$ cat src/rtl/sevenseg_scan_decoder_if.sv
// Display-bus bundle for the seven-segment scan decoder: sampled pins in,
// recovered frame out.
interface sevenseg_scan_decoder_if;
    logic [0:6]  seg_in;
    logic [3:0]  an_in;
    logic [15:0] value_out;
    logic [3:0]  digit_err_out;
    logic        frame_valid_out;

    modport master (
        output seg_in,
        output an_in,
        input  value_out,
        input  digit_err_out,
        input  frame_valid_out
    );

    modport slave (
        input  seg_in,
        input  an_in,
        output value_out,
        output digit_err_out,
        output frame_valid_out
    );
endinterface

$ cat src/rtl/sevenseg_scan_decoder.sv
// Monitors a multiplexed common-anode 7-segment bus, debounces each digit,
// decodes it back to a hex nibble and publishes complete 4-digit frames.
module sevenseg_scan_decoder #(
    parameter int unsigned STABLE_CYCLES = 4,
    parameter int unsigned SYNC_STAGES   = 2
) (
    input logic                   clk,
    input logic                   reset_n,
    sevenseg_scan_decoder_if.slave bus
);

    typedef enum logic [1:0] {
        ST_IDLE   = 2'd0,
        ST_SETTLE = 2'd1,
        ST_HOLD   = 2'd2
    } state_t;

    localparam logic [8:0] STABLE_W = 9'(STABLE_CYCLES);

    logic [SYNC_STAGES-1:0][3:0] an_sync_q, an_sync_d;
    logic [SYNC_STAGES-1:0][6:0] seg_sync_q, seg_sync_d;
    logic [3:0]  s_an;
    logic [6:0]  s_seg;
    logic [10:0] sample_s;
    state_t      state_q, state_d;
    logic [7:0]  cnt_q, cnt_d;
    logic [10:0] ref_q, ref_d;
    logic [3:0]  seen_q, seen_d;
    logic [15:0] shadow_val_q, shadow_val_d;
    logic [3:0]  shadow_err_q, shadow_err_d;
    logic [15:0] value_q, value_d;
    logic [3:0]  err_q, err_d;
    logic        fv_q, fv_d;
    logic        capture_s;
    logic [4:0]  dec_s;
    logic [1:0]  dig_s;

    // Returns {err, nibble}; seg is a..g with a in the MSB, 0 = lit.
    function automatic logic [4:0] seg_decode(input logic [6:0] seg);
        case (seg)
            7'b0000001: seg_decode = 5'h00;
            7'b1001111: seg_decode = 5'h01;
            7'b0010010: seg_decode = 5'h02;
            7'b0000110: seg_decode = 5'h03;
            7'b1001100: seg_decode = 5'h04;
            7'b0100100: seg_decode = 5'h05;
            7'b0100000: seg_decode = 5'h06;
            7'b0001111: seg_decode = 5'h07;
            7'b0000000: seg_decode = 5'h08;
            7'b0001100: seg_decode = 5'h09;
            7'b0001000: seg_decode = 5'h0A;
            7'b1100000: seg_decode = 5'h0B;
            7'b0110001: seg_decode = 5'h0C;
            7'b1000010: seg_decode = 5'h0D;
            7'b0110000: seg_decode = 5'h0E;
            7'b0111000: seg_decode = 5'h0F;
            default:    seg_decode = 5'h10;
        endcase
    endfunction

    function automatic logic an_valid(input logic [3:0] an);
        case (an)
            4'b1110, 4'b1101, 4'b1011, 4'b0111: an_valid = 1'b1;
            default:                            an_valid = 1'b0;
        endcase
    endfunction

    function automatic logic [1:0] an_index(input logic [3:0] an);
        case (an)
            4'b1110: an_index = 2'd0;
            4'b1101: an_index = 2'd1;
            4'b1011: an_index = 2'd2;
            4'b0111: an_index = 2'd3;
            default: an_index = 2'd0;
        endcase
    endfunction

    // Synchronizer shift; stage 0 takes the pin, last stage feeds the logic.
    always_comb begin
        an_sync_d  = {an_sync_q[SYNC_STAGES-2:0], bus.an_in};
        seg_sync_d = {seg_sync_q[SYNC_STAGES-2:0], bus.seg_in};
    end

    assign s_an     = an_sync_q[SYNC_STAGES-1];
    assign s_seg    = seg_sync_q[SYNC_STAGES-1];
    assign sample_s = {s_an, s_seg};

    // Debounce FSM: a digit is captured once its {an, seg} has been stable long enough.
    always_comb begin
        state_d   = state_q;
        cnt_d     = cnt_q;
        ref_d     = ref_q;
        capture_s = 1'b0;
        case (state_q)
            ST_IDLE: begin
                if (an_valid(s_an)) begin
                    state_d = ST_SETTLE;
                    cnt_d   = 8'd1;
                    ref_d   = sample_s;
                end else begin
                    state_d = ST_IDLE;
                end
            end
            ST_SETTLE, ST_HOLD: begin
                if (sample_s == ref_q) begin
                    if (state_q == ST_SETTLE) begin
                        cnt_d = cnt_q + 8'd1;
                        if (({1'b0, cnt_q} + 9'd1) >= STABLE_W) begin
                            capture_s = 1'b1;
                            state_d   = ST_HOLD;
                        end else begin
                            state_d   = ST_SETTLE;
                        end
                    end else begin
                        state_d = ST_HOLD;
                    end
                end else if (an_valid(s_an)) begin
                    state_d = ST_SETTLE;
                    cnt_d   = 8'd1;
                    ref_d   = sample_s;
                end else begin
                    state_d = ST_IDLE;
                    cnt_d   = 8'd0;
                end
            end
            default: begin
                state_d = ST_IDLE;
                cnt_d   = 8'd0;
            end
        endcase
    end

    // Shadow capture and frame publication; a same-cycle capture starts the next frame.
    always_comb begin
        dec_s        = seg_decode(ref_q[6:0]);
        dig_s        = an_index(ref_q[10:7]);
        seen_d       = seen_q;
        shadow_val_d = shadow_val_q;
        shadow_err_d = shadow_err_q;
        value_d      = value_q;
        err_d        = err_q;
        fv_d         = 1'b0;
        if (seen_q == 4'hF) begin
            value_d = shadow_val_q;
            err_d   = shadow_err_q;
            fv_d    = 1'b1;
            seen_d  = 4'h0;
        end else begin
            fv_d    = 1'b0;
        end
        if (capture_s) begin
            shadow_val_d[{dig_s, 2'b00} +: 4] = dec_s[3:0];
            shadow_err_d[dig_s]               = dec_s[4];
            seen_d[dig_s]                     = 1'b1;
        end else begin
            seen_d = seen_d;
        end
    end

    // State registers; synchronizers reset to the idle (all-ones) bus.
    always_ff @(posedge clk or negedge reset_n) begin
        if (!reset_n) begin
            an_sync_q    <= '1;
            seg_sync_q   <= '1;
            state_q      <= ST_IDLE;
            cnt_q        <= 8'd0;
            ref_q        <= 11'd0;
            seen_q       <= 4'h0;
            shadow_val_q <= 16'h0000;
            shadow_err_q <= 4'h0;
            value_q      <= 16'h0000;
            err_q        <= 4'h0;
            fv_q         <= 1'b0;
        end else begin
            an_sync_q    <= an_sync_d;
            seg_sync_q   <= seg_sync_d;
            state_q      <= state_d;
            cnt_q        <= cnt_d;
            ref_q        <= ref_d;
            seen_q       <= seen_d;
            shadow_val_q <= shadow_val_d;
            shadow_err_q <= shadow_err_d;
            value_q      <= value_d;
            err_q        <= err_d;
            fv_q         <= fv_d;
        end
    end

    assign bus.value_out       = value_q;
    assign bus.digit_err_out   = err_q;
    assign bus.frame_valid_out = fv_q;

endmodule
$ cat src/flat_wrapper.sv
// flat-port wrapper written by rule: the top's interface ports become plain ports
module sevenseg_scan_decoder_flat 
#(
    parameter int unsigned STABLE_CYCLES = 4,
    parameter int unsigned SYNC_STAGES   = 2
)
  (clk, reset_n, bus_seg_in, bus_an_in, bus_value_out, bus_digit_err_out, bus_frame_valid_out);
  sevenseg_scan_decoder_if bus_i ();
  input logic clk;
  input logic reset_n;
  input wire logic [$bits(bus_i.seg_in)-1:0] bus_seg_in;
  input wire logic [$bits(bus_i.an_in)-1:0] bus_an_in;
  output wire logic [$bits(bus_i.value_out)-1:0] bus_value_out;
  output wire logic [$bits(bus_i.digit_err_out)-1:0] bus_digit_err_out;
  output wire logic [$bits(bus_i.frame_valid_out)-1:0] bus_frame_valid_out;
  assign bus_i.seg_in = bus_seg_in;
  assign bus_i.an_in = bus_an_in;
  assign bus_value_out = bus_i.value_out;
  assign bus_digit_err_out = bus_i.digit_err_out;
  assign bus_frame_valid_out = bus_i.frame_valid_out;
  sevenseg_scan_decoder #(.STABLE_CYCLES(STABLE_CYCLES), .SYNC_STAGES(SYNC_STAGES)) u_core (.clk(clk), .reset_n(reset_n), .bus(bus_i));
endmodule
$ cat config.mk
export PLATFORM = sky130hd
export DESIGN_NAME = sevenseg_scan_decoder_flat
export DESIGN_NICKNAME = d
export VERILOG_FILES = /design/src/rtl/sevenseg_scan_decoder_if.sv /design/src/rtl/sevenseg_scan_decoder.sv /design/src/flat_wrapper.sv
export SDC_FILE = /design/constraint.sdc
export NUM_CORES = 1
export LEC_CHECK = 0
export CAP_MARGIN = 20
export CORE_MARGIN = 3
export CORE_UTILIZATION = 53
export CTS_BUF_LIST = sky130_fd_sc_hd__clkbuf_4 sky130_fd_sc_hd__clkbuf_8 sky130_fd_sc_hd__clkbuf_16
export CTS_CLUSTER_DIAMETER = 60
export DETAILED_ROUTE_END_ITERATION = 16
export GPL_TIMING_DRIVEN = 0
export PLACE_DENSITY = 0.76
export REMOVE_ABC_BUFFERS = 1
export SKIP_LAST_GASP = 1
export SYNTH_ARGS = -nofsm -noshare
export SYNTH_HDL_FRONTEND = slang
export SYNTH_SLANG_ARGS = --single-unit
export TNS_END_PERCENT = 50
$ cat constraint.sdc
create_clock -name clk -period 2.1 [get_ports clk]
set_input_delay 0.21 -clock clk [delete_from_list [all_inputs] [get_ports clk]]
set_output_delay 0.21 -clock clk [all_outputs]
set_load 0.01 [all_outputs]
==> run summary <==
Post-DP HPWL -> 5450 µm
Area share of the largest cell type after synthesis -> 37.6%
Most numerous cell in the Yosys netlist -> nand2_1
H-tree lvl count -> 3
Post-synth ARST share -> 100%
Register-to-Register Path Depth -> 8
Total chip power -> 0.00431 W
Drt wl/cell -> 16.3 µm
Io pins -> 34
Slack of the critical path -> -0.105 ns
Clock latency on the worst-skew pair -> 0.37 ns
Critical R2R Launch -> u_core.s_seg[5]$_DFF_PN1_
Ranking of synthesized cells by area -> dfrtp_1 38%, dfstp_2 13%, nand2_1 6.2%
Critical Path End Type -> flip-flop
Die W -> 97.1 µm
TritonCTS clock tree -> done
Final Util -> 70.1%
Vias in the first global route -> 3077
Power per cell area -> 780 nW/µm²
Library cells used by synthesis -> 64
Clock share of power -> 27.9%
Fill cells -> 537
F_max -> 453 MHz
Max IR drop VDD -> 0.000568 V
CP Launch Point -> u_core.s_seg[5]$_DFF_PN1_
Worst Path Required -> 2.34 ns
Final Setup Violations -> 24
Worst-path fanout max -> 4
Flop pwr share -> 46.6%
Synth Instances -> 393
Buf/Inv on CP -> 3
Global-route usage over all layers -> 18.9%
Skew final -> 0.0122 ns
Final WL -> 9110 µm
Initial antenna violation count -> 0
Die ar. -> 9420 µm²
Port Buf Inserts -> 33
Iter 0 DRT Violations -> 148
WS Path Type -> flip-flop to flip-flop
CP max stage cell -> dfstp_2
Switching power -> 0.00140 W
Final cycle utilization of the critical path -> 105%
Critical Path AT -> 2.45 ns
Sequential area share after synthesis -> 50.7%
Logic gate share of total power -> 25.5%
Clock Sink Count -> 88
Hold path start -> bus_an_in[0]
Synth warn -> 0
Hold path cells -> 1
GPL Wtd Cong -> 0.832
Ordered cell list for the critical path -> xor2_2 > nor4_4 > buf_4 > nand2_4 > buf_12 > a2111oi_4 > buf_4 > mux2_2
Switching share of power -> 32.4%
Final hold slack -> 0.246 ns
Slew Viols, Final -> 0
Max stage delay on crit path -> 0.56 ns
Average cell area after synthesis -> 11.2 µm²
Synth Flop Type -> dfrtp_1
Share of post-route cells with drive strength above 1 -> 35.2%
Failing checks -> setup timing
Register area -> 2240 µm²
Leakage -> 2.42 nW
Most frequent cells after synthesis -> 73 x nand2_1, 66 x dfrtp_1, 22 x dfstp_2
Post-DRT Antenna Nets -> 0
Nets -> 478
Yosys reg bits -> 88
Crit. path cell count -> 8
Inserted Clock Buffers -> 9
Post-synth EDFFs -> 0
Outcome -> finished with violations
Worst hold path type -> primary input to flip-flop
DR DRC count -> 0
Largest net degree at the start of global routing -> 56
First-pass detailed-route iteration total -> 5
Mapped Area -> 4400 µm²
Clock Path Buffers -> 2
Max Cap Viol -> 0
Die extent in y -> 97.1 µm
Worst relative slew slack -> 54.9%
Root Buffer -> clkbuf_8
P_int -> 0.00292 W
Number of diodes -> 0
Unrepaired setup endpoints after global routing -> true
Row cnt -> 32
Area leader, netlist -> dfrtp_1
Area of the multi-input gates -> 2260 µm²
Routed via count -> 3205
First-pass GRT wire length -> 14700 µm
Area Growth Syn to Fin -> 25.8%
Initial core utilization -> 55.7%
Minimum clock period -> 2.21 ns
Crit path launch type -> flip-flop
Worst-path clk slew -> 0.09 ns
Vias per inst -> 5.72
Critical path's top delay family -> flip-flops
Final Hold Viols -> 0
Most used cell, CP -> buf_4
Worst Max-Slew Pin Slew -> 0.675 ns
Grt ovf -> 0
CORE AREA -> 7890 µm²
## cells in the final DEF (no fill, tap or decap), types with 3 or more instances in the layout
cell type and count:
o21ai_0 8, clkdlybuf4s50_1 32, buf_12 3, nand4b_1 4
xor2_1 9, a21o_1 5, dfrtp_2 10, mux2_2 13
nand2_2 3, ha_1 8, inv_1 8, a22oi_1 3
buf_4 28, nand3_1 3, o2bb2ai_1 3, dfrtp_1 56
xnor2_2 3, nand4_1 6, nor2b_1 4, ha_4 4
a21oi_1 6, nand2_1 69, inv_6 3, mux2_4 15
xor2_2 3, and4_1 3, nor3_1 12, a2111oi_4 5
or3b_2 3, clkbuf_8 9, nor2_1 21, dfstp_2 22
mux2i_1 4
## final timing paths
path | to | slack (ns)
worst max-delay path | u_core.shadow_val_q[9]$_DFFE_PN0P_ | -0.11
worst min-delay path | u_core.an_sync_d[4]$_DFF_PN1_ | 0.25
worst max register to register | u_core.shadow_val_q[9]$_DFFE_PN0P_ | -0.11
worst min register to register | u_core.s_an[2]$_DFF_PN1_ | 0.36
max in group asynchronous | u_core.seg_sync_d[11]$_DFF_PN1_ | 1.11
min in group asynchronous | u_core.cnt_q[6]$_DFFE_PN0P_ | 0.33
## flip-flops by register name, indices dropped and copies added, names as in the netlist
name                        cells
u_core.state_q                  2
u_core.cnt_q                    8
u_core.s_an                     4
u_core.seg_sync_d               7
u_core.s_seg                    7
u_core.bus.value_out           16
u_core.an_sync_d                4
u_core.bus.digit_err_out        4
u_core.bus.frame_valid_out      1
u_core.seen_q                   4
u_core.shadow_err_q             4
u_core.ref_q                   11
u_core.shadow_val_q            16
## cell families after synthesis
| logic type | synth area share [%] |
|---|---|
| muxes | 8.94 |
| and+or+nand+nor | 18.2 |
| adders and majority gates | 3.42 |
| DFF | 50.7 |
| xor gates and xnor gates | 3.56 |
| AOI/OAI and AO/OA | 12.0 |
| buffers and inverters | 3.25 |
## cell type report
cell class | count | share of cell area (%)
flip-flops and latches | 88 | 40.5
inverters | 11 | 0.792
multi-input cells | 276 | 40.9
repair buffers | 67 | 11.8
clock inverters | 7 | 1.43
well taps | 102 | 2.31
clock buffers | 9 | 2.24
## metrics by stage
stage	cell area, µm²	setup WS [ns]	setup TNS (ns)	cells
3_5_place_dp	4780	-0.472	-13.92	510
6_report	5530	-0.105	-0.842	560
4_1_cts	5340	-0.0756	-0.720	555
5_1_grt	5530	-0.155	-3.02	560
3_3_place_gp	4750	-2.27	-190.21	509
2_1_floorplan	4290	-0.151	-2.95	374
## per-layer routing
metal  vias to the layer above  GRT usage (%)  routed length (µm)  share of wire [%]
li1                       1500              -                   -                  -
met1                      1583           25.4                3860                 42
met2                        97           30.0                4500                 49
met3                        25           5.03                 499                5.5
met4                         0           6.16                 250                2.7
met5                         -              0                   0                  0
## what timing repair did
action,in CTS,in global routing
setup buffers,29,5
hold buffers,1,0
cloned,1,0
gates resized for setup,32,28
setup endpoints to repair,59,34
endpoints found under the hold margin,15,0
pin swaps,15,7
## power by group through the flow
| stage | registers, W | clock network (W) | logic (W) |
|---|---|---|---|
| after floorplan | 0.00200 | 0 | 0.000561 |
| after global placement | 0.00204 | 0 | 0.000710 |
| after detailed placement | 0.00205 | 0 | 0.000732 |
| after CTS | 0.00199 | 0.00123 | 0.000970 |
| after global routing | 0.00203 | 0.00132 | 0.00120 |
| final | 0.00201 | 0.00120 | 0.00110 |
Note: power is estimated with default switching activity, not from simulation.
